`src/rtl/mem_bist_ctrl_pkg.sv`:
```
// Shared types and defaults for the memory BIST controller.
package mem_bist_ctrl_pkg;

  localparam logic [7:0] DEF_SEED  = 8'hA5;
  localparam int         DEF_ERR_W = 4;

  // Test phases in execution order. FIN is the drain cycle for the last compare.
  typedef enum logic [2:0] {
    ST_IDLE = 3'd0,
    ST_WR0  = 3'd1,
    ST_RD0  = 3'd2,
    ST_WR1  = 3'd3,
    ST_RD1  = 3'd4,
    ST_FIN  = 3'd5
  } bist_state_e;

  // Phase that follows the last address of an access phase.
  function automatic bist_state_e next_phase(input bist_state_e s);
    case (s)
      ST_WR0:  return ST_RD0;
      ST_RD0:  return ST_WR1;
      ST_WR1:  return ST_RD1;
      ST_RD1:  return ST_FIN;
      default: return ST_IDLE;
    endcase
  endfunction

  // States that drive a RAM command.
  function automatic logic is_access(input bist_state_e s);
    return (s == ST_WR0) || (s == ST_RD0) || (s == ST_WR1) || (s == ST_RD1);
  endfunction

  function automatic logic is_write(input bist_state_e s);
    return (s == ST_WR0) || (s == ST_WR1);
  endfunction

  // Second pass uses the inverted pattern.
  function automatic logic is_inv(input bist_state_e s);
    return (s == ST_WR1) || (s == ST_RD1);
  endfunction

endpackage

```
`src/rtl/mem_bist_cmp.sv`:
```
// Read-data compare and error logging. A read issued in cycle t is registered
// here (addr, expected) and checked against dout in cycle t+1, regardless of
// what the controller FSM is doing by then.
module mem_bist_cmp
  import mem_bist_ctrl_pkg::*;
#(
  parameter int DATA_W = 8,
  parameter int ADDR_W = 3,
  parameter int ERR_W  = DEF_ERR_W
) (
  input  logic              clk,
  input  logic              rst,
  input  logic              clear,
  input  logic              valid,
  input  logic [ADDR_W-1:0] addr,
  input  logic [DATA_W-1:0] expected,
  input  logic [DATA_W-1:0] dout,
  output logic              mismatch,
  output logic [ERR_W-1:0]  err_cnt,
  output logic [ADDR_W-1:0] fail_addr,
  output logic [DATA_W-1:0] fail_data
);

  logic              vld_q, vld_d;
  logic [ADDR_W-1:0] addr_q, addr_d;
  logic [DATA_W-1:0] exp_q, exp_d;
  logic [ERR_W-1:0]  err_q, err_d;
  logic [ADDR_W-1:0] fa_q, fa_d;
  logic [DATA_W-1:0] fd_q, fd_d;

  // Next-state: capture the pending read, count mismatches, log the first one.
  always_comb begin
    mismatch = vld_q && (dout != exp_q);
    vld_d    = valid;
    addr_d   = addr;
    exp_d    = expected;
    err_d    = err_q;
    fa_d     = fa_q;
    fd_d     = fd_q;
    if (clear) begin
      err_d = '0;
      fa_d  = '0;
      fd_d  = '0;
    end else if (mismatch) begin
      // err_q never returns to zero within a run, so zero marks the first miss.
      if (err_q == '0) begin
        fa_d = addr_q;
        fd_d = dout;
      end
      if (err_q != '1) begin
        err_d = err_q + 1'b1;
      end
    end
  end

  // Registers; reset invalidates the pending compare.
  always_ff @(posedge clk) begin
    if (rst) begin
      vld_q  <= 1'b0;
      addr_q <= '0;
      exp_q  <= '0;
      err_q  <= '0;
      fa_q   <= '0;
      fd_q   <= '0;
    end else begin
      vld_q  <= vld_d;
      addr_q <= addr_d;
      exp_q  <= exp_d;
      err_q  <= err_d;
      fa_q   <= fa_d;
      fd_q   <= fd_d;
    end
  end

  assign err_cnt   = err_q;
  assign fail_addr = fa_q;
  assign fail_data = fd_q;

endmodule

```
`src/rtl/mem_bist_ctrl.sv`:
```
// March-style BIST controller for a single-port synchronous RAM: write
// SEED^a, read it back, write ~(SEED^a), read it back, one address per cycle.
//
// Handshake: start is sampled only while the FSM is IDLE (busy=0); a run then
// proceeds without back-pressure. done is a one-cycle pulse on return to IDLE,
// and pass/fail_addr/fail_data/err_cnt stay stable until the next accepted start.
// All RAM command outputs (en/we/addr/din) are registered.
module mem_bist_ctrl
  import mem_bist_ctrl_pkg::*;
#(
  parameter int                DATA_W = 8,
  parameter int                ADDR_W = 3,
  parameter logic [DATA_W-1:0] SEED   = DATA_W'(DEF_SEED),
  parameter int                ERR_W  = DEF_ERR_W
) (
  input  logic              clk,
  input  logic              rst,
  input  logic              start,
  output logic              en,
  output logic              we,
  output logic [ADDR_W-1:0] addr,
  output logic [DATA_W-1:0] din,
  input  logic [DATA_W-1:0] dout,
  output logic              busy,
  output logic              done,
  output logic              pass,
  output logic [ADDR_W-1:0] fail_addr,
  output logic [DATA_W-1:0] fail_data,
  output logic [ERR_W-1:0]  err_cnt,
  output logic [2:0]        dbg_state
);

  localparam logic [ADDR_W-1:0] LAST_ADDR = '1;

  bist_state_e       state_q, state_d;
  logic [ADDR_W-1:0] addr_q, addr_d;
  logic              en_q, en_d;
  logic              we_q, we_d;
  logic [DATA_W-1:0] din_q, din_d;
  logic [DATA_W-1:0] exp_q, exp_d;
  logic              busy_q, busy_d;
  logic              done_q, done_d;
  logic              pass_q, pass_d;
  logic              clear;
  logic              mismatch;

  // Test pattern for address a; the address is zero-extended to DATA_W.
  function automatic logic [DATA_W-1:0] pattern(input logic [ADDR_W-1:0] a,
                                                input logic inv);
    logic [DATA_W-1:0] p;
    p = SEED ^ DATA_W'(a);
    return inv ? ~p : p;
  endfunction

  // Next-state and next-command decode; outputs derive from the next state so
  // they land in the same cycle as the state they belong to.
  always_comb begin
    state_d = state_q;
    addr_d  = addr_q;
    done_d  = 1'b0;
    pass_d  = pass_q;
    clear   = 1'b0;
    unique case (state_q)
      ST_IDLE: begin
        if (start) begin
          state_d = ST_WR0;
          addr_d  = '0;
          pass_d  = 1'b0;
          clear   = 1'b1;
        end
      end
      ST_WR0, ST_RD0, ST_WR1, ST_RD1: begin
        // Counter wraps to 0 exactly at the phase change: no gap cycles.
        addr_d = addr_q + 1'b1;
        if (addr_q == LAST_ADDR) begin
          state_d = next_phase(state_q);
        end
      end
      ST_FIN: begin
        state_d = ST_IDLE;
        addr_d  = '0;
        done_d  = 1'b1;
        // The final RD1 compare resolves in this cycle; fold it in.
        pass_d  = (err_cnt == '0) && !mismatch;
      end
      default: begin
        state_d = ST_IDLE;
        addr_d  = '0;
      end
    endcase
    en_d   = is_access(state_d);
    we_d   = is_write(state_d);
    exp_d  = pattern(addr_d, is_inv(state_d));
    din_d  = we_d ? exp_d : '0;
    busy_d = (state_d != ST_IDLE);
  end

  // Single state/output register bank for the FSM.
  always_ff @(posedge clk) begin
    if (rst) begin
      state_q <= ST_IDLE;
      addr_q  <= '0;
      en_q    <= 1'b0;
      we_q    <= 1'b0;
      din_q   <= '0;
      exp_q   <= '0;
      busy_q  <= 1'b0;
      done_q  <= 1'b0;
      pass_q  <= 1'b0;
    end else begin
      state_q <= state_d;
      addr_q  <= addr_d;
      en_q    <= en_d;
      we_q    <= we_d;
      din_q   <= din_d;
      exp_q   <= exp_d;
      busy_q  <= busy_d;
      done_q  <= done_d;
      pass_q  <= pass_d;
    end
  end

  mem_bist_cmp #(
    .DATA_W (DATA_W),
    .ADDR_W (ADDR_W),
    .ERR_W  (ERR_W)
  ) u_cmp (
    .clk       (clk),
    .rst       (rst),
    .clear     (clear),
    .valid     (en_q && !we_q),
    .addr      (addr_q),
    .expected  (exp_q),
    .dout      (dout),
    .mismatch  (mismatch),
    .err_cnt   (err_cnt),
    .fail_addr (fail_addr),
    .fail_data (fail_data)
  );

  assign en        = en_q;
  assign we        = we_q;
  assign addr      = addr_q;
  assign din       = din_q;
  assign busy      = busy_q;
  assign done      = done_q;
  assign pass      = pass_q;
  assign dbg_state = state_q;

endmodule
```
`config.mk`:
```
export PLATFORM = sky130hd
export DESIGN_NAME = mem_bist_ctrl
export DESIGN_NICKNAME = d
export VERILOG_FILES = /design/src/rtl/mem_bist_ctrl_pkg.sv /design/src/rtl/mem_bist_cmp.sv /design/src/rtl/mem_bist_ctrl.sv
export SDC_FILE = /design/constraint.sdc
export NUM_CORES = 1
export LEC_CHECK = 0
export ABC_AREA = 1
export CAP_MARGIN = 5
export CORE_MARGIN = 5
export CORE_UTILIZATION = 35
export DETAILED_ROUTE_END_ITERATION = 16
export SLEW_MARGIN = 10
export SYNTH_ARGS = -nofsm -noshare
export SYNTH_HDL_FRONTEND = slang
export SYNTH_SLANG_ARGS = --single-unit
```
`constraint.sdc`:
```
create_clock -name clk -period 1.6 [get_ports clk]
set_input_delay 0.24 -clock clk [delete_from_list [all_inputs] [get_ports clk]]
set_output_delay 0.24 -clock clk [all_outputs]
set_load 0.005 [all_outputs]
```
**Word-level counts from Yosys, hierarchy flattened**

Index checks and enable logic that the tools add are counted.

- Add/subtract/negate cells: 2
- Eq/ne operators: 13
- Muxes and demuxes: 12
- Bitwise logic cells: 3
- Reduce and logical (&&, ||, !) cells: 20

Operator list:

| cell | number |
|---|---|
| $eq A3 B2 Y1 const B | 4 |
| $eq A3 B3 Y1 const B | 4 |
| $pmux W3 S2 | 2 |
| $pmux W3 S4 | 1 |
| $mux W3 | 3 |
| $mux W8 | 1 |
| $ne A8 B8 Y1 | 1 |
| $not A8 Y8 | 1 |
| $eq A3 B1 Y1 const B | 2 |
| $reduce_and A2 Y1 | 3 |
| $logic_or A1 B1 Y1 | 5 |
| $add A4 B1 Y4 const B | 1 |
| $logic_not A4 Y1 | 1 |
| $mux W1 | 4 |
| $ne A4 B4 Y1 const B | 1 |
| $not A2 Y4 | 1 |
| $reduce_or A2 Y1 | 2 |
| $reduce_or A4 Y1 | 1 |
| $add A3 B1 Y3 const B | 1 |
| $logic_and A1 B1 Y1 | 3 |
| $logic_not A3 Y1 | 1 |
| $reduce_bool A3 Y1 | 1 |
| $logic_not A1 Y1 | 2 |
| $ne A2 B2 Y1 const B | 1 |
| 3 further kinds | 3 |

- Register bits: 54
- Bits of input ports: 11
- Output and inout bits: 34
- Logic and storage cells: 65

**Depth between registers and ports, before layout**

Gate-level depths: netlist (run 1).

- Word-level depth: 8
- Depth in mapped cells: 12
- Gate-level depth less buffers: 12

**Hierarchy**

A second synthesis (run 1) with hierarchy kept.

- Cell total of the unflattened synthesis: 318
- Area, all modules: 2,249.7 um^2

Modules (own cells, without submodules):

| module | times used | cells each | area each (um^2) | sequential area each (um^2) |
|---|---|---|---|---|
| mem_bist_cmp | 1 | 205 | 1,335.0 | 540.5 |
| mem_bist_ctrl | 1 | 113 | 914.6 | 420.4 |

**Worst setup path before layout (run 1)**

Ideal clock, no wire load.

- Kind: flip-flop to flip-flop
- Start point: reg addr_q[0], in the netlist addr[0]
- End point: reg exp_q[0]
- Setup time: 0.128 ns
- Arrival time: 1.409 ns
- Required time: 1.472 ns
- Setup slack: 0.064 ns
- Cell stages (with the launch flop): 13
- Path buffers: 0
- Clock period less this slack: 1.536 ns
- Cell sequence: dfxtp_1 -> ha_1 -> ha_1 -> nand2_1 -> inv_1 -> nor2_1 -> nand3_1 -> nand2_1 -> nand2_2 -> nand2_2 -> nand3_1 -> nand2_1 -> nor2_1

- Cells in the longest elaborated chain, start to end: 6
- Elaborated cells on any way between the ends: 12
- Classes of those cells: add/sub (1); eq/ne (3); mux (5); bitwise (2); reduce/logical (1)

Ends and longest elaborated chain:

| item | RTL line | source |
|---|---|---|
| start, declared | mem_bist_ctrl.sv:36 | `logic [ADDR_W-1:0] addr_q, addr_d;` |
| start signal, assigned | mem_bist_ctrl.sv:112 | `addr_q <= addr_d;` |
| $eq A3 B3 Y1 | mem_bist_ctrl.sv:75 | `if (addr_q == LAST_ADDR) begin` |
| $mux W3 | mem_bist_ctrl.sv:75 |  |
| $pmux W3 S2 | mem_bist_ctrl.sv:63 | `unique case (state_q)` |
| $eq A3 B2 Y1 / $eq A3 B3 Y1 (equally long branches) | mem_bist_ctrl_pkg.sv:39 | `return (s == ST_WR1) \|\| (s == ST_RD1);` |
| $logic_or A1 B1 Y1 | mem_bist_ctrl_pkg.sv:39 |  |
| $mux W8 * | mem_bist_ctrl.sv:52 | `return inv ? ~p : p;` |
| end signal, assigned | mem_bist_ctrl.sv:116 | `exp_q <= exp_d;` |
| end, declared | mem_bist_ctrl.sv:40 | `logic [DATA_W-1:0] exp_q, exp_d;` |

Every way passes the cells marked *; elsewhere a longest branch is shown, timed or not.
A chain may end at the register's enable or synchronous reset.

**Final worst setup path (run 1)**

- Start point: reg addr_q[0], in the netlist addr[0]
- End point: reg exp_q[1]

Same word-level chain as after synthesis.

==> results of run 1 <==
-- kinds of logic (layout without fill, tap and decap cells) --
logic type      Yosys count  count (layout)  synth area share
buf+inv                  43             106            0.0996
simple gates            117             117             0.284
fa+ha+maj                 4               4            0.0277
flops                    45              45             0.498
compound gates           27              27            0.0761
xor+xnor                  3               3            0.0145
-- tightest hold or removal path: cells and delay by family, from the launching register on --
family	cells	cell delay, ps
AND/OR/NAND/NOR	1	30
buffers and inverters	1	40
flip-flops	1	300
-- final cells by class --
| type | count | area share |
|---|---|---|
| Clock buffer | 7 | 0.0363 |
| Clock inverter | 1 | 0.00189 |
| Inverter | 32 | 0.0452 |
| Multi-Input combinational cell | 151 | 0.309 |
| Sequential cell | 45 | 0.342 |
| Tap cell | 70 | 0.0330 |
| Timing Repair Buffer | 66 | 0.233 |
-- metal layers --
metal,share of wire,GRT usage
met4,0.0080,0.0415
met2,0.48,0.229
met1,0.46,0.168
met3,0.051,0.0340
met5,0,0
-- worst min-delay path by stage --
stage          startpoint              to  slack [ps]  cells past startpoint
6_report         exp_q[5]  u_cmp.exp_q[5]         400                      2
5_1_grt          exp_q[2]  u_cmp.exp_q[2]         420                      2
4_1_cts          exp_q[5]  u_cmp.exp_q[5]         400                      2
3_5_place_dp     exp_q[5]  u_cmp.exp_q[5]         400                      2
3_3_place_gp     exp_q[0]  u_cmp.exp_q[0]         390                      2
2_1_floorplan    exp_q[0]  u_cmp.exp_q[0]         390                      2
-- sequential cells by signal, summed over array words and instances (netlist names), 3 cells and up --
register	flops
addr	3
u_cmp.addr_q	3
din	5
u_cmp.fail_data	8
u_cmp.err_cnt	4
dbg_state	3
u_cmp.exp_q	5
exp_q	5
u_cmp.fail_addr	3
-- metrics by stage --
step / instances / hold slack, ps
after floorplan: 239 / 388
final: 372 / 404
after CTS: 371 / 403
after detailed placement: 363 / 395
after global routing: 372 / 416
after global placement: 363 / 392
-- layout by cell type (no fill, tap or decap) --
master,count
o21ai_0,4
buf_4,21
dfxtp_1,40
inv_1,28
a21boi_0,1
nand2_2,9
buf_12,1
clkinv_2,1
nand4_1,17
nand2_4,3
clkbuf_8,7
ha_1,2
a21oi_1,20
nand2_1,41
nand3_1,9
nor2_1,29
nor2_2,2
xor2_1,2
inv_2,4
dfxtp_2,5
ha_4,2
clkdlybuf4s50_1,44
nand3_2,6
nor3_1,1
o21ai_1,2
xnor2_1,1
-- power by group through the flow --
stage | clock network (uW) | logic [uW] | registers, uW
6_report | 750 | 207 | 1170
3_3_place_gp | 0 | 198 | 1190
4_1_cts | 774 | 199 | 1170
3_5_place_dp | 0 | 197 | 1190
5_1_grt | 825 | 232 | 1170
2_1_floorplan | 0 | 92.2 | 1190
-- what timing repair did --
action | in CTS | in global routing
setup endpoints to repair | 9 | 22
pin swaps | 4 | 8
hold buffers | 0 | 0
buffers inserted | 0 | 1
endpoints found under the hold margin | 0 | 0
gates resized for setup | 8 | 22
==> metrics.log, run 1 <==
INFO  metric yosysSeqAreaShare = 0.498
INFO  metric timing.max_cap.violations = 0
INFO  metric timing.rr.end = exp_q[1]
INFO  metric yosys_most_used_dff = dfxtp_1
INFO  metric switching_share = 0.226
INFO  metric ctsHtreeMaxLevel = 2
INFO  metric layout.core_utilization = 0.523
INFO  metric num_io_pins = 45
INFO  metric grt_antenna_before_repair = 0
INFO  metric synthDominantAreaCellType = dfxtp_1
INFO  metric combinationalPowerShare = 0.097
INFO  metric ys.warnings.count = 0
INFO  metric worst_slew_pin_slew = 298 ps
INFO  metric hp-class = reg -> reg
INFO  metric timing.setup.tns = -18.0 ps
INFO  metric ff2ff_setup_slack = -20 ps
INFO  metric rsz0062_at_grt = yes
INFO  metric setup.worst_path.end = exp_q[1]
INFO  metric synth_top_area_share = 0.498
INFO  metric synth_register_bits = 45
INFO  metric setup_viol_count_final = 1
INFO  metric violations = negative setup slack
INFO  metric dieWidth = 81.9 um
INFO  metric timing.slew.headroom = 0.801
INFO  metric io_buffer_count = 44
INFO  metric power_density = 801 nW/um^2
INFO  metric synthMostInstantiatedCell = nand2_1
INFO  metric setup.worst_path.start = addr[0]
INFO  metric die-height = 81.9 um
INFO  metric critPathRequiredTime = 1780 ps
INFO  metric post-route-drc-count = 0
INFO  metric synth.top_cells.by_area = dfxtp_1 (50%), nand2_1 (10%), nor2_1 (6.4%)
INFO  metric detail_route.iter0.violations = 66
INFO  metric tritoncts.num_buffers = 5
INFO  metric post-dp-hpwl = 2960 um
INFO  metric net-switching-power = 481 uW
INFO  metric regArea = 907 sq um
INFO  metric fmax = 0.618 GHz
INFO  metric core = 5070 sq um
INFO  metric synth-edff-count = 0
INFO  metric finalCritPeriodShare = 1.01
INFO  metric worstSkewPairLatency = 290 ps
INFO  metric gp_routability_congestion = 0.842
INFO  metric grt_pass1_vias = 1651
INFO  metric clkSinkCount = 45
INFO  metric finalCriticalPeriod = 1620 ps
INFO  metric netlist_instances = 239
INFO  metric crit_path_buffers_inverters = 1
INFO  metric cp_cell_instances = ha_4 > ha_4 > nand2_2 > inv_2 > nor2_1 > nand3_1 > nand2_2 > nand2_4 > nand2_4 > nand3_2 > nand2_2 > nor2_1
INFO  metric maximum_number_of_pins_on_one_net_before_global_route_repair = 22
INFO  metric cts_buffer_depth = 2
INFO  metric antenna_cells = 0
INFO  metric hold_viol_final = 0
INFO  metric layout.filler_cells = 501
INFO  metric detail-route-antenna-nets = 0
INFO  metric internal-power = 1650 uW
INFO  metric critPathSlowestCell = dfxtp_2
INFO  metric timing.critical_path.from_type = flip-flop
INFO  metric layout_cells_sized_above_1 = 0.202
INFO  metric most_numerous_cell_types_in_the_synthesized_netlist = nand2_1 (48), dfxtp_1 (45), nor2_1 (31), inv_1 (30), a21oi_1 (20)
INFO  metric critical_path_class = reg -> reg
INFO  metric crit_path_max_fanout = 5
INFO  metric cp_num_cells = 12
INFO  metric grt_use_total = 0.135
INFO  metric clock_power_share = 0.353
INFO  metric power.static_leakage = 0.00109 uW
INFO  metric initial_core_utilization = 0.357
INFO  metric final_critical_path_setup_slack = -18.0 ps
INFO  metric clock_skew = 4.26 ps
INFO  metric route.final.wire_length = 4240 um
INFO  metric post_synth_instance_area = 1810 sq um
INFO  metric net_count_after_synthesis = 254
INFO  metric cp.arrival = 1800 ps
INFO  metric multi_input_area = 821 sq um
INFO  metric critical-path-max-stage-delay = 350 ps
INFO  metric synth.avg_cell_area = 7.57 sq um
INFO  metric root_buffer = clkbuf_8
INFO  metric grt_first_pass_wirelength = 7160 um
INFO  metric cp_common_cell = nand2_2
INFO  metric clock_pin_transition_on_the_worst_setup_and_hold_timing_paths = 80 ps
INFO  metric crit-reg2reg-launch = addr[0]
INFO  metric pwr-share-seq = 0.550
INFO  metric routed_wire_length_per_instance = 11.4 um
INFO  metric final-max-slew-violation-count = 0
INFO  metric endpoint_kind = flip-flop
INFO  metric design.die.area = 6710 sq um
INFO  metric preCtsSetupSlack = -120 ps
INFO  metric finalNetCount = 316
INFO  metric vias_per_cell = 4.51
INFO  metric grt_remaining_overflow = 0
INFO  metric crit_family = simple AND/OR/NAND/NOR gates
INFO  metric core.rowCount = 26
INFO  metric finalPower = 2130 uW
INFO  metric vdd_drop_max = 0.365 mV
INFO  metric tritoncts = done
INFO  metric post_synth_num_cell_types = 19
INFO  metric post_synthesis_async_set_or_reset_flop_share = 0
INFO  metric detailedRoute.firstPassIterationCount = 4
INFO  metric fin_area = 2660 sq um
INFO  metric num_vias = 1676
INFO  metric placement.cell_area = 2450 sq um
INFO  metric worst-r2r-cell-count = 12
INFO  metric run_status = complete, but fails checks
INFO  metric area_delta_synth_final = 46.7%
(Power assumes the default switching activity.)
==> run 2, diff against run 1 <==
Settings changed: CORE_ASPECT_RATIO from default to 0.9.
==> run 2 against run 1 <==
The flow still finishes with violations (negative setup slack). Clock power increased by 21%. Power is 7.5% higher. Setup slack better by 4.1 ps. Sequential share of layout area decreased by 0.14 points. Critical path depth did not move. First-iteration DRC count grew 39%. Final cell count decreased by 1.6%. Routed wire length is 5.1% higher. Core utilization grew 1.8 points. Clock skew up 6.9 ps. Global-route usage down 0.66 points. Largest cell class unchanged. Largest power group unchanged.
==> metrics.log, run 2 (synthesis gave the netlist of run 1 again) <==
INFO  metric run_status = complete, but fails checks (unchanged)
INFO  metric violations = negative setup slack (unchanged)
INFO  metric num_io_pins = 45 (unchanged)
INFO  metric clock_skew = 11.2 ps (was 4.26 ps)
INFO  metric regArea = 907 sq um (unchanged)
INFO  metric detail-route-antenna-nets = 0 (unchanged)
INFO  metric crit-reg2reg-launch = addr[1] (was addr[0])
INFO  metric io_buffer_count = 44 (unchanged)
INFO  metric cp_common_cell = nand2_2 (unchanged)
INFO  metric detail_route.iter0.violations = 92 (was 66)
INFO  metric grt_use_total = 0.129 (was 0.135)
INFO  metric layout.filler_cells = 487 (was 501)
INFO  metric core = 4920 sq um (was 5070 sq um)
INFO  metric grt_remaining_overflow = 0 (unchanged)
INFO  metric gp_routability_congestion = 0.828 (was 0.842)
INFO  metric power_density = 857 nW/um^2 (was 801 nW/um^2)
INFO  metric core.rowCount = 24 (was 26)
INFO  metric timing.max_cap.violations = 0 (unchanged)
INFO  metric timing.critical_path.from_type = flip-flop (unchanged)
INFO  metric maximum_number_of_pins_on_one_net_before_global_route_repair = 22 (unchanged)
INFO  metric crit_path_buffers_inverters = 1 (unchanged)
INFO  metric grt_first_pass_wirelength = 7010 um (was 7160 um)
INFO  metric ctsHtreeMaxLevel = 2 (unchanged)
INFO  metric route.final.wire_length = 4460 um (was 4240 um)
INFO  metric post-place-cells = 357 (was 363)
INFO  metric worst-r2r-cell-count = 12 (unchanged)
INFO  metric hold_depth = 2 (unchanged)
INFO  metric hp-class = reg -> reg (unchanged)
INFO  metric timing.hold.worst.start = exp_q[2] (was exp_q[5])
INFO  metric root_buffer = clkbuf_8 (unchanged)
INFO  metric rsz0062_at_grt = yes (unchanged)
INFO  metric tritoncts = done (unchanged)
INFO  metric finalCritPeriodShare = 1.01 (about the same)
INFO  metric finalNetCount = 315 (was 316)
INFO  metric fin_area = 2670 sq um (was 2660 sq um)
INFO  metric initial_core_utilization = 0.367 (was 0.357)
INFO  metric detailedRoute.firstPassIterationCount = 4 (unchanged)
INFO  metric grt_antenna_before_repair = 0 (unchanged)
INFO  metric final-max-slew-violation-count = 0 (unchanged)
INFO  metric design.die.area = 6710 sq um (about the same)
INFO  metric worst_slew_pin_slew = 334 ps (was 298 ps)
INFO  metric clkSinkCount = 45 (unchanged)
INFO  metric largest_register_ff_count = 8 (unchanged)
INFO  metric multi_input_area = 827 sq um (was 821 sq um)
INFO  metric crit_family = simple AND/OR/NAND/NOR gates (unchanged)
INFO  metric preCtsSetupSlack = -81.8 ps (was -120 ps)
INFO  metric post-route-drc-count = 0 (unchanged)
INFO  metric crit_path_max_fanout = 5 (unchanged)
INFO  metric num_vias = 1719 (was 1676)
INFO  metric critical-path-max-stage-delay = 350 ps (about the same)
INFO  metric routed_wire_length_per_instance = 12.2 um (was 11.4 um)
INFO  metric vdd_drop_max = 0.504 mV (was 0.365 mV)
INFO  metric ff2ff_setup_slack = -10 ps (was -20 ps)
INFO  metric critical_path_class = reg -> reg (unchanged)
INFO  metric tritoncts.num_buffers = 5 (unchanged)
INFO  metric cp_cell_instances = ha_4 > ha_4 > nand2_2 > inv_2 > nor2_1 > nand3_1 > nand2_2 > nand2_4 > nand2_4 > nand3_2 > nand2_2 > nor2_1 (unchanged)
INFO  metric grt_pass1_vias = 1596 (was 1651)
INFO  metric vias_per_cell = 4.70 (was 4.51)
INFO  metric critPathRequiredTime = 1790 ps (was 1780 ps)
INFO  metric hold_viol_final = 0 (unchanged)
INFO  metric finalCriticalPeriod = 1610 ps (was 1620 ps)
INFO  metric die-height = 78.2 um (was 81.9 um)
INFO  metric min_delay_worst_endpoint = u_cmp.exp_q[2] (was u_cmp.exp_q[5])
INFO  metric cts_buffer_depth = 2 (unchanged)
INFO  metric power.static_leakage = 0.00109 uW (about the same)
INFO  metric placement.cell_area = 2430 sq um (was 2450 sq um)
INFO  metric layout_cells_sized_above_1 = 0.209 (was 0.202)
INFO  metric critPathSlowestCell = dfxtp_2 (unchanged)
INFO  metric worstSkewPairLatency = 300 ps (was 290 ps)
INFO  metric antenna_cells = 0 (unchanged)
INFO  metric post-dp-hpwl = 3090 um (was 2960 um)
INFO  metric post_layout_nonfiller_instances = 366 (was 372)
INFO  metric final_critical_path_setup_slack = -13.9 ps (was -18.0 ps)
INFO  metric cp.arrival = 1800 ps (about the same)
INFO  metric endpoint_kind = flip-flop (unchanged)
INFO  metric dieWidth = 85.8 um (was 81.9 um)
INFO  metric fmax = 0.620 GHz (was 0.618 GHz)
INFO  metric timing.rr.end = exp_q[2] (was exp_q[1])
INFO  metric setup_viol_count_final = 3 (was 1)
INFO  metric clock_pin_transition_on_the_worst_setup_and_hold_timing_paths = 90 ps (was 80 ps)
INFO  metric most-common-layout-cells = clkdlybuf4s50_1 (44), nand2_1 (40), dfxtp_1 (40) (was clkdlybuf4s50_1 (44), nand2_1 (41), dfxtp_1 (40))
INFO  metric timing.slew.headroom = 0.777 (was 0.801)
INFO  metric area_delta_synth_final = 47.4% (was 46.7%)
INFO  metric most_common_library_cell_in_the_layout_ignoring_fill_and_taps = clkdlybuf4s50_1 (unchanged)
run 2: layout make-up:
class                   count  share of cell area
clock buffers               6              0.0310
clock inverters             2              0.0141
inverters                  32              0.0450
multi-input cells         151               0.310
flip-flops and latches     45               0.340
well taps                  65              0.0305
repair buffers             65               0.229
run 2: where the power goes:
part	leakage [uW]	internal, uW	total (uW)	switching, uW
sequential	0.000369	1150	1170	18.9
combinational	0.000669	105	208	102
clock	0.0000574	508	907	399
total	0.00109	1760	2290	521
run 2: repair_timing:
item	4_1_cts	5_1_grt
hold buffers	0	0
buffers inserted	0	1
gates resized for setup	8	25
endpoints found under the setup margin	9	18
pin swaps	4	11
run 2: through the flow:
stage / total power (uW) / hold WS [ps] / setup TNS [ps] / utilization
2_1_floorplan: 1280 / 388 / 0 / -
3_3_place_gp: 1390 / 392 / -831 / 0.494
3_5_place_dp: 1390 / 397 / -1080 / 0.494
4_1_cts: 2290 / 394 / -10.9 / 0.522
5_1_grt: 2390 / 406 / -866 / 0.541
6_report: 2290 / 393 / -30.9 / 0.541
run 2: metal layers:
| metal | share of wire | global-route usage | up-vias |
|---|---|---|---|
| met2 | 0.47 | 0.204 | 54 |
| met5 | 0 | 0 | - |
| met4 | 0.0049 | 0.0427 | 0 |
| li1 | - | - | 880 |
| met1 | 0.45 | 0.166 | 783 |
| met3 | 0.070 | 0.0408 | 2 |
run 2: how the worst max path moves through the flow:
stage | from | end | slack [ps] | cells after the start
2_1_floorplan | addr[0] | exp_q[0] | 60 | 12
3_3_place_gp | dout[4] | u_cmp.err_cnt[3] | -70 | 9
3_5_place_dp | dout[7] | u_cmp.err_cnt[2] | -80 | 9
4_1_cts | addr[0] | exp_q[1] | -8 | 12
5_1_grt | addr[1] | exp_q[2] | -140 | 12
6_report | addr[1] | exp_q[2] | -10 | 12
run 2: tightest hold or removal path, cell delays in order, from the launching register on:
cell and delay, ps:
dfxtp_1 300, inv_1 40, nor2_1 30
==> run 3, diff against run 2 <==
Settings changed: CELL_PAD_IN_SITES_DETAIL_PLACEMENT from default to 1, CELL_PAD_IN_SITES_GLOBAL_PLACEMENT from default to 2, CORE_UTILIZATION 35 to 24, PLACE_DENSITY_LB_ADDON from default to 0.1.
==> run 3 against run 2 <==
The flow now finishes without violations. Critical path depth unchanged. First-iteration DRC count decreased by 68%. Clock power shrank 23%. Combinational power grew 7%. Non-clock buffer count rose by 5.
==> metrics.log, run 3 (synthesis gave the netlist of run 1 again) <==
INFO  metric setup.worst_path.start = addr[1] (unchanged)
INFO  metric critPathRequiredTime = 1790 ps (about the same)
INFO  metric fin_area = 2700 sq um (was 2670 sq um)
INFO  metric vdd_drop_max = 0.291 mV (was 0.504 mV)
INFO  metric worst-r2r-cell-count = 12 (unchanged)
INFO  metric crit-reg2reg-launch = addr[1] (unchanged)
INFO  metric tritoncts = done (unchanged)
INFO  metric hold_depth = 2 (unchanged)
INFO  metric maxUsedRoutingLayer = met4 (unchanged)
INFO  metric timing.setup.tns = 0 ps (was -30.9 ps)
INFO  metric setup_viol_count_final = 0 (was 3)
INFO  metric fmax = 0.645 GHz (was 0.620 GHz)
INFO  metric finalCriticalPeriod = 1550 ps (was 1610 ps)
INFO  metric net-switching-power = 518 uW (was 521 uW)
INFO  metric grt_antenna_before_repair = 0 (unchanged)
INFO  metric timing.rr.end = exp_q[2] (unchanged)
INFO  metric post-route-drc-count = 0 (unchanged)
INFO  metric grt_remaining_overflow = 0 (unchanged)
INFO  metric antenna_cells = 0 (unchanged)
INFO  metric clock_power_share = 0.333 (was 0.397)
INFO  metric grt_first_pass_wirelength = 8610 um (was 7010 um)
INFO  metric post-dp-hpwl = 3820 um (was 3090 um)
INFO  metric initial_core_utilization = 0.243 (was 0.367)
INFO  metric detail-route-antenna-nets = 0 (unchanged)
INFO  metric num_vias = 1707 (was 1719)
INFO  metric endpoint_kind = flip-flop (unchanged)
INFO  metric grt_pass1_vias = 1714 (was 1596)
INFO  metric hold_viol_final = 0 (unchanged)
INFO  metric placement.cell_area = 2490 sq um (was 2430 sq um)
INFO  metric route.final.wire_length = 5150 um (was 4460 um)
INFO  metric pwr-share-seq = 0.560 (was 0.512)
INFO  metric core = 7430 sq um (was 4920 sq um)
INFO  metric timing.max_cap.violations = 0 (unchanged)
INFO  metric clock_pin_transition_on_the_worst_setup_and_hold_timing_paths = 90 ps (about the same)
INFO  metric layout_cells_sized_above_1 = 0.203 (was 0.209)
INFO  metric die-height = 92.4 um (was 78.2 um)
INFO  metric run_status = finished, final reports clean (was complete, but fails checks)
INFO  metric area_delta_synth_final = 49.3% (was 47.4%)
INFO  metric detailedRoute.firstPassIterationCount = 4 (unchanged)
INFO  metric most-common-layout-cells = clkdlybuf4s50_1 (44), nand2_1 (40), dfxtp_1 (40) (unchanged)
INFO  metric ctsHtreeMaxLevel = 2 (unchanged)
INFO  metric worstSkewPairLatency = 300 ps (about the same)
INFO  metric timing.hold.worst.start = exp_q[6] (was exp_q[2])
INFO  metric detail_route.iter0.violations = 29 (was 92)
INFO  metric dieWidth = 102 um (was 85.8 um)
INFO  metric tritoncts.num_buffers = 5 (unchanged)
INFO  metric maximum_number_of_pins_on_one_net_before_global_route_repair = 22 (unchanged)
INFO  metric ff2ff_setup_slack = 50 ps (was -10 ps)
INFO  metric crit_path_max_fanout = 5 (unchanged)
INFO  metric rsz0062_at_grt = yes (unchanged)
INFO  metric finalNetCount = 320 (was 315)
INFO  metric min_delay_worst_endpoint = u_cmp.exp_q[6] (was u_cmp.exp_q[2])
INFO  metric switching_share = 0.249 (was 0.228)
INFO  metric post_layout_nonfiller_instances = 402 (was 366)
INFO  metric core.rowCount = 30 (was 24)
INFO  metric final-max-slew-violation-count = 0 (unchanged)
INFO  metric io_buffer_count = 44 (unchanged)
INFO  metric root_buffer = clkbuf_8 (unchanged)
INFO  metric timing.critical_path.from_type = flip-flop (unchanged)
INFO  metric num_io_pins = 45 (unchanged)
INFO  metric timing.slew.headroom = 0.772 (was 0.777)
INFO  metric combinationalPowerShare = 0.106 (was 0.091)
INFO  metric critical_path_class = reg -> reg (unchanged)
INFO  metric cts_buffer_depth = 2 (unchanged)
INFO  metric gp_routability_congestion = 0.731 (was 0.828)
INFO  metric post-place-cells = 391 (was 357)
INFO  metric internal-power = 1570 uW (was 1760 uW)
INFO  metric design.die.area = 9380 sq um (was 6710 sq um)
INFO  metric hp-class = reg -> reg (unchanged)
INFO  metric vias_per_cell = 4.25 (was 4.70)
INFO  metric layout.core_utilization = 0.363 (was 0.541)
INFO  metric route.layer.met1.wl = 2480 um (was 2030 um)
INFO  metric met3RoutedLength = 213 um (was 313 um)
INFO  metric layout.filler_cells = 902 (was 487)
INFO  metric largest_register_ff_count = 8 (unchanged)
INFO  metric power_density = 771 nW/um^2 (was 857 nW/um^2)
INFO  metric clock_skew = 8.67 ps (was 11.2 ps)
INFO  metric grt_use_total = 0.116 (was 0.129)
INFO  metric clkSinkCount = 45 (unchanged)
INFO  metric cp.arrival = 1740 ps (was 1800 ps)
INFO  metric route.met2.wl = 2410 um (was 2100 um)
INFO  metric finalCritPeriodShare = 0.969 (was 1.01)
INFO  metric most_common_library_cell_in_the_layout_ignoring_fill_and_taps = clkdlybuf4s50_1 (unchanged)
INFO  metric worst_slew_pin_slew = 342 ps (was 334 ps)
INFO  metric routed_wire_length_per_instance = 12.8 um (was 12.2 um)
INFO  metric power.static_leakage = 0.00111 uW (was 0.00109 uW)
## run 3: layout make-up
| cell class | count | area, sq um | share of cell area |
|---|---|---|---|
| clock inverters | 2 | 10.0 | 0.00371 |
| multi-input cells | 151 | 821 | 0.304 |
| inverters | 32 | 120 | 0.0445 |
| flip-flops and latches | 45 | 910 | 0.337 |
| well taps | 96 | 120 | 0.0445 |
| repair buffers | 70 | 648 | 0.240 |
| clock buffers | 6 | 72.6 | 0.0269 |
## run 3: worst max-delay path by stage
stage                              end  slack (ps)
CTS                           exp_q[0]          -1
floorplan                     exp_q[0]          60
detailed placement  u_cmp.fail_data[4]        -140
global placement    u_cmp.fail_addr[0]        -110
finish                        exp_q[2]          50
global route                  exp_q[0]         -40
## run 3: worst max-delay path, cell delays in order, from the launching register on
cell,delay [ps]
dfxtp_2,340
ha_4,160
ha_4,180
nand2_4,60
inv_2,30
nor2_1,80
nand3_1,110
nand2_2,120
nand2_4,80
nand2_4,90
nand3_2,80
nand2_2,90
nor2_1,40
## run 3: timing repair
item,in CTS,in global routing
hold buffers,0,0
gates resized for setup,11,18
buffers inserted,0,3
cloned,0,0
setup endpoints to repair,13,12
pin swaps,4,12
## run 3: through the flow
step | power (uW) | worst slack, ps | hold WS, ps
2_1_floorplan | 1280 | 63.8 | 388
3_3_place_gp | 1410 | -108 | 393
3_5_place_dp | 1410 | -136 | 396
4_1_cts | 2120 | -0.995 | 405
5_1_grt | 2190 | -45.0 | 446
6_report | 2080 | 50.3 | 408
## run 3: routing by layer
layer / track usage / vias up
met5: 0 / -
met4: 0.0365 / 0
met3: 0.0294 / 4
met2: 0.184 / 28
met1: 0.153 / 785
li1: - / 890
## run 3: power by group through the flow
stage / combinational, uW / clock, uW / sequential [uW]
5_1_grt: 246 / 773 / 1170
4_1_cts: 220 / 734 / 1170
3_5_place_dp: 218 / 0 / 1190
6_report: 222 / 694 / 1170
3_3_place_gp: 218 / 0 / 1190
2_1_floorplan: 92.2 / 0 / 1190
